File: src/rtl/instr_fetch_if.sv
// Fetch-unit bus: instruction memory port plus controller-facing
// fetch/branch status, seen from the fetch side (master).
interface instr_fetch_if #(
  parameter int ADDR_W = 12
);
  logic              enablePC;
  logic              zeroFlag;
  logic              carryFlag;
  logic [ADDR_W-1:0] imemAddr;
  logic [18:0]       imemData;
  logic [18:0]       allBits;
  logic [ADDR_W-1:0] pc;
  logic              valid;
  logic              stackOverflow;
  logic              stackUnderflow;

  modport master (
    input  enablePC, zeroFlag, carryFlag,
    input  imemData,
    output imemAddr, allBits, pc, valid,
    output stackOverflow, stackUnderflow
  );

  modport slave (
    output enablePC, zeroFlag, carryFlag,
    output imemData,
    input  imemAddr, allBits, pc, valid,
    input  stackOverflow, stackUnderflow
  );
endinterface

File: src/rtl/instr_fetch.sv
// Instruction fetch: PC sequencing, jumps, flag branches and a
// return-address stack with sticky overflow/underflow flags.
module instr_fetch #(
  parameter int ADDR_W      = 12,
  parameter int STACK_DEPTH = 8
) (
  input  logic          clk,
  input  logic          rst,
  instr_fetch_if.master bus
);
  localparam int CW = $clog2(STACK_DEPTH + 1);
  localparam int IW = (STACK_DEPTH > 1) ? $clog2(STACK_DEPTH) : 1;

  logic [ADDR_W-1:0] pc;
  logic [ADDR_W-1:0] nextPc;
  logic [ADDR_W-1:0] seqPc;
  logic [ADDR_W-1:0] target;
  logic [18:0]       allBits;
  logic              valid;
  logic              ovf;
  logic              unf;
  logic [CW-1:0]     count;
  logic [ADDR_W-1:0] stackMem [STACK_DEPTH];
  logic [IW-1:0]     pushIdx;
  logic [IW-1:0]     topIdx;
  logic [2:0]        subOp;
  logic              isCtl;
  logic              isJmp;
  logic              isBz;
  logic              isBc;
  logic              isJsb;
  logic              isRet;
  logic              full;
  logic              empty;
  logic              doPush;
  logic              doPop;
  logic              setOvf;
  logic              setUnf;
  logic              advance;

  assign advance = !rst && bus.enablePC;
  assign seqPc   = pc + ADDR_W'(1);
  assign target  = bus.imemData[ADDR_W-1:0];
  assign subOp   = bus.imemData[16:14];
  assign isCtl   = bus.imemData[18:17] == 2'b11;
  assign isJmp   = isCtl && subOp == 3'b000;
  assign isBz    = isCtl && subOp == 3'b001;
  assign isBc    = isCtl && subOp == 3'b010;
  assign isJsb   = isCtl && subOp == 3'b100;
  assign isRet   = isCtl && subOp == 3'b101;

  assign full    = count == CW'(STACK_DEPTH);
  assign empty   = count == '0;
  assign pushIdx = IW'(count);
  assign topIdx  = IW'(count - CW'(1));

  always_comb begin
    nextPc = seqPc;
    doPush = 1'b0;
    doPop  = 1'b0;
    setOvf = 1'b0;
    setUnf = 1'b0;
    unique case (1'b1)
      isJmp: nextPc = target;
      isBz: if (bus.zeroFlag) nextPc = target;
      isBc: if (bus.carryFlag) nextPc = target;
      isJsb: begin
        nextPc = target;
        if (full) setOvf = 1'b1;
        else      doPush = 1'b1;
      end
      isRet: begin
        // Empty-stack return falls through sequentially.
        if (empty) begin
          setUnf = 1'b1;
        end else begin
          doPop  = 1'b1;
          nextPc = stackMem[topIdx];
        end
      end
      default: ;
    endcase
  end

  always_ff @(posedge clk) begin
    if (rst) begin
      pc      <= '0;
      allBits <= '0;
      valid   <= 1'b0;
      count   <= '0;
      ovf     <= 1'b0;
      unf     <= 1'b0;
    end else if (bus.enablePC) begin
      pc      <= nextPc;
      allBits <= bus.imemData;
      valid   <= 1'b1;
      if (doPush)     count <= count + CW'(1);
      else if (doPop) count <= count - CW'(1);
      if (setOvf) ovf <= 1'b1;
      if (setUnf) unf <= 1'b1;
    end
  end

  always_ff @(posedge clk) begin
    if (advance && doPush) stackMem[pushIdx] <= seqPc;
  end

  assign bus.imemAddr       = pc;
  assign bus.pc             = pc;
  assign bus.allBits        = allBits;
  assign bus.valid          = valid;
  assign bus.stackOverflow  = ovf;
  assign bus.stackUnderflow = unf;
endmodule

File: src/flat_wrapper.sv
// flat-port wrapper written by rule: the top's interface ports become plain ports
module instr_fetch_flat 
#(
  parameter int ADDR_W      = 12,
  parameter int STACK_DEPTH = 8
)
  (clk, rst, bus_enablePC, bus_zeroFlag, bus_carryFlag, bus_imemData, bus_imemAddr, bus_allBits, bus_pc, bus_valid, bus_stackOverflow, bus_stackUnderflow);
  instr_fetch_if #(.ADDR_W(ADDR_W)) bus_i ();
  input  logic clk;
  input  logic rst;
  input wire logic [$bits(bus_i.enablePC)-1:0] bus_enablePC;
  input wire logic [$bits(bus_i.zeroFlag)-1:0] bus_zeroFlag;
  input wire logic [$bits(bus_i.carryFlag)-1:0] bus_carryFlag;
  input wire logic [$bits(bus_i.imemData)-1:0] bus_imemData;
  output wire logic [$bits(bus_i.imemAddr)-1:0] bus_imemAddr;
  output wire logic [$bits(bus_i.allBits)-1:0] bus_allBits;
  output wire logic [$bits(bus_i.pc)-1:0] bus_pc;
  output wire logic [$bits(bus_i.valid)-1:0] bus_valid;
  output wire logic [$bits(bus_i.stackOverflow)-1:0] bus_stackOverflow;
  output wire logic [$bits(bus_i.stackUnderflow)-1:0] bus_stackUnderflow;
  assign bus_i.enablePC = bus_enablePC;
  assign bus_i.zeroFlag = bus_zeroFlag;
  assign bus_i.carryFlag = bus_carryFlag;
  assign bus_i.imemData = bus_imemData;
  assign bus_imemAddr = bus_i.imemAddr;
  assign bus_allBits = bus_i.allBits;
  assign bus_pc = bus_i.pc;
  assign bus_valid = bus_i.valid;
  assign bus_stackOverflow = bus_i.stackOverflow;
  assign bus_stackUnderflow = bus_i.stackUnderflow;
  instr_fetch #(.ADDR_W(ADDR_W), .STACK_DEPTH(STACK_DEPTH)) u_core (.clk(clk), .rst(rst), .bus(bus_i));
endmodule
File: config.mk
export PLATFORM = sky130hd
export DESIGN_NAME = instr_fetch_flat
export DESIGN_NICKNAME = d
export VERILOG_FILES = /design/src/rtl/instr_fetch_if.sv /design/src/rtl/instr_fetch.sv /design/src/flat_wrapper.sv
export SDC_FILE = /design/constraint.sdc
export NUM_CORES = 1
export LEC_CHECK = 0
export ABC_AREA = 1
export BUFFER_PORTS_ARGS = -buffer_cell sky130_fd_sc_hd__clkbuf_2
export CAP_MARGIN = 25
export CORE_MARGIN = 2
export CORE_UTILIZATION = 53
export CTS_CLUSTER_DIAMETER = 50
export DETAILED_ROUTE_END_ITERATION = 8
export PLACE_DENSITY = 0.7
export SETUP_SLACK_MARGIN = 0.5
export SKIP_LAST_GASP = 1
export SYNTH_ARGS = -nofsm -noshare
export SYNTH_HDL_FRONTEND = slang
export SYNTH_SLANG_ARGS = --single-unit
File: constraint.sdc
create_clock -name clk -period 3.4 [get_ports clk]
set_clock_uncertainty 0.2 [all_clocks]
set_input_delay 0.34 -clock clk [delete_from_list [all_inputs] [get_ports clk]]
set_output_delay 0.34 -clock clk [all_outputs]
set_load 0.005 [all_outputs]
==> metrics.md <==
| Metric | Value |
|---|---|
| Area Growth Syn to Fin | 17.3% |
| Via count | 4881 |
| Fill count | 939 |
| # H-tree levels | 4 |
| CTS tree | done |
| Post-cts resize count | 0 |
| Final #Nets | 775 |
| Switching share of power | 22.7% |
| Reg clk slew, reported paths | 60 ps |
| R2r setup slk | 770 ps |
| GP Congestion | 0.822 |
| Hold Vio Cnt, Final | 0 |
| FFs w/ async S/R, synth | 0% |
| Reg-to-Reg End | u_core.stackMem[5][2] |
| Post-synth top flop | edfxtp_1 |
| CP Capture Type | register |
| Drt wl/cell | 16.2 um |
| IO Port Bufs | 69 |
| Pre-antenna DRT Iters | 7 |
| Synthesized flop and latch total | 134 |
| Sequential power share | 47.5% |
| Die area | 0.0125 sq mm |
| Number of buffers created by CTS | 17 |
| Starting Density | 54.1% |
| Status | finished clean |
| DP HPWL | 9.57 mm |
| Clock power frac | 45.8% |
| Die Y | 112 um |
| Number of DRC markers in iteration 0 | 401 |
| Via density | 5.40 |
| Netlist cell types | 38 |
| Gr usage total | 24.6% |
| Switching power | 868 uW |
| Worst slew margin | 40.8% |
| Worst-Margin Slew | 885 ps |
| CP Class | reg -> reg |
| Period utilization | 77.4% |
| Internal power | 2.95 mW |
| Crit-path max FO | 7 |
| Worst Path Arrival | 2560 ps |
| R2R depth | 10 |
| Hold Path Depth | 3 |
| Bufs on Longest Clock Path | 2 |
| CTS Sinks | 134 |
| Leak Pwr | 2.97 nW |
| Slew Limit Fails | 0 |
| Setup TNS | 0 ps |
| Max IR drop VDD | 327 uV |
| Power per cell area | 528 mW/mm^2 |
| Clock Root Buffer | clkbuf_16 |
| Synth Instances | 678 |
| DRT Wirelength | 14.7 mm |
| Pin count of the biggest net entering global routing | 53 |
| Final setup viols | 0 |
| FMAX | 0.380 GHz |
| Rows | 39 |
| RSZ-0062 raised after global routing | no |
| Total grt overflow | 0 |
| Register Area | 0.00364 sq mm |
| Post-DRT Antenna Nets | 0 |
| HP Start | bus_imemData[0] |
| Comb pwr share | 6.8% |
| Worst EP required | 3330 ps |
| I/O pins | 70 |
| Worst Hold Class | in -> reg |
| Min Hold Slack | 16.9 ps |
| Fin util | 63.4% |
| Post-route minimum period | 2630 ps |
| Multi-input gate area | 0.00214 sq mm |
| Initial antenna violation count | 0 |
| Antenna Cells | 0 |
| Synthesized area per cell | 9.11 sq um |
| Global-route wire length before repair | 24.0 mm |
| YS warnings | 0 |
| Dpl ws | 782 ps |
| Core area | 0.0114 sq mm |
| Post-synthesis sequential area ratio | 59.0% |
| Hold EP | u_core.bus.allBits[0] |
| Vias in the first global route | 4706 |
| Startpoint type of the worst setup path | register |
| Final WS setup | 768 ps |
| Post-Syn Area | 0.00618 sq mm |
| DRC | 0 |
| RR Startpoint | u_core.count[1] |
| Synth area leader | edfxtp_1 |
| Top cell type's share of synthesized area | 46.7% |
| Syn Nets | 705 |
| Layout cells sized above 1 | 18.1% |
| Synth area leaders | edfxtp_1 47%, dfxtp_1 12%, nor2_1 10% |
| Die W | 112 um |
| Later-pin clock latency in the skew report | 410 ps |
| Number of max-cap violations | 0 |
| EDFF count, synth | 96 |
-- cells in the mapped netlist (4+ instances only) --
cell type / instances
nor2_1: 171
edfxtp_1: 96
nand2_1: 96
o21ai_0: 77
nand3_1: 56
dfxtp_1: 38
inv_1: 33
buf_2: 14
buf_4: 14
a21oi_1: 10
clkbuf_1: 10
nor3_1: 8
o21ai_1: 8
xor2_1: 6
inv_2: 5
nor2_2: 4
-- placed cells by master (no fill, tap or decap), types with 5 or more instances in the layout --
| master | netlist | final |
|---|---|---|
| nor2_1 | 171 | 171 |
| nand2_1 | 96 | 96 |
| edfxtp_1 | 96 | 96 |
| o21ai_0 | 77 | 77 |
| clkbuf_2 | 1 | 69 |
| nand3_1 | 56 | 56 |
| dfxtp_1 | 38 | 38 |
| inv_1 | 33 | 33 |
| clkbuf_16 | 0 | 17 |
| buf_4 | 14 | 14 |
| dlygate4sd3_1 | 0 | 11 |
| a21oi_1 | 10 | 10 |
| o21ai_1 | 8 | 8 |
| nor3_1 | 8 | 6 |
| xor2_1 | 6 | 6 |
| inv_2 | 5 | 5 |
| clkinvlp_4 | 0 | 5 |
-- what timing repair did --
item                      CTS  global route
hold buffers               11             0
hold endpoints to repair   11             0
buffers inserted            0             0
-- worst max-delay path by stage --
stage,from,end,slack [ps],depth (start not counted)
2_1_floorplan,u_core.count[0],u_core.stackMem[2][0],460,11
3_3_place_gp,u_core.count[1],u_core.stackMem[5][8],860,10
3_5_place_dp,u_core.count[1],u_core.stackMem[5][9],780,10
4_1_cts,u_core.count[1],u_core.stackMem[5][2],740,10
5_1_grt,u_core.count[1],u_core.stackMem[5][2],510,10
6_report,u_core.count[1],u_core.stackMem[5][2],770,10
-- cell families after synthesis --
group / Yosys count / share of synthesized area [%]
buffers and inverters: 82 / 6.54
adder cells (fa/ha/maj): 3 / 0.608
XOR/XNOR: 7 / 1.11
AO/OA/AOI/OAI: 102 / 8.57
flip-flops: 134 / 59.0
AND/OR/NAND/NOR: 350 / 24.2
-- power groups by stage --
stage	Sequential [mW]	Combinational [mW]	Clock, mW
3_3_place_gp	1.85	0.243	0
5_1_grt	1.82	0.291	1.84
3_5_place_dp	1.85	0.248	0
6_report	1.81	0.259	1.75
2_1_floorplan	1.84	0.158	0
4_1_cts	1.81	0.260	1.76
-- final cells by class --
cell class / count / area share, %
Clock buffer: 20 / 6.03
Timing Repair Buffer: 94 / 7.74
Inverter: 39 / 2.06
Tap cell: 143 / 2.47
Sequential cell: 134 / 50.3
Multi-Input combinational cell: 462 / 29.6
Clock inverter: 12 / 1.81
-- state kept, by name, summed over array words and instances, names as in the netlist --
signal,flops
u_core.bus.imemAddr,12
u_core.bus.valid,1
u_core.bus.stackUnderflow,1
u_core.stackMem,96
u_core.bus.stackOverflow,1
u_core.bus.allBits,19
u_core.count,4
-- critical path, stage by stage (launching register included) --
cell,delay [ps]
dfxtp_1,460
inv_1,140
ha_1,250
nand2_2,130
nor2_2,60
inv_1,90
nand2_4,80
nor3_2,140
nand2_1,120
nor3_2,410
buf_4,260
-- per-layer routing --
metal,track usage [%],up-vias,wire (um)
met4,6.59,0,83
met3,5.33,6,1040
met2,39.9,189,7060
li1,-,2396,-
met5,0,-,0
met1,34.2,2290,6480
-- through the flow --
step                cell area (sq um)  instances  total power, mW
finish                           7240        904             3.82
global route                     7240        904             3.95
CTS                              7240        904             3.84
detailed placement               6570        861             2.10
global placement                 6570        861             2.09
floorplan                        6190        678             2.00
(Power assumes the default switching activity.)
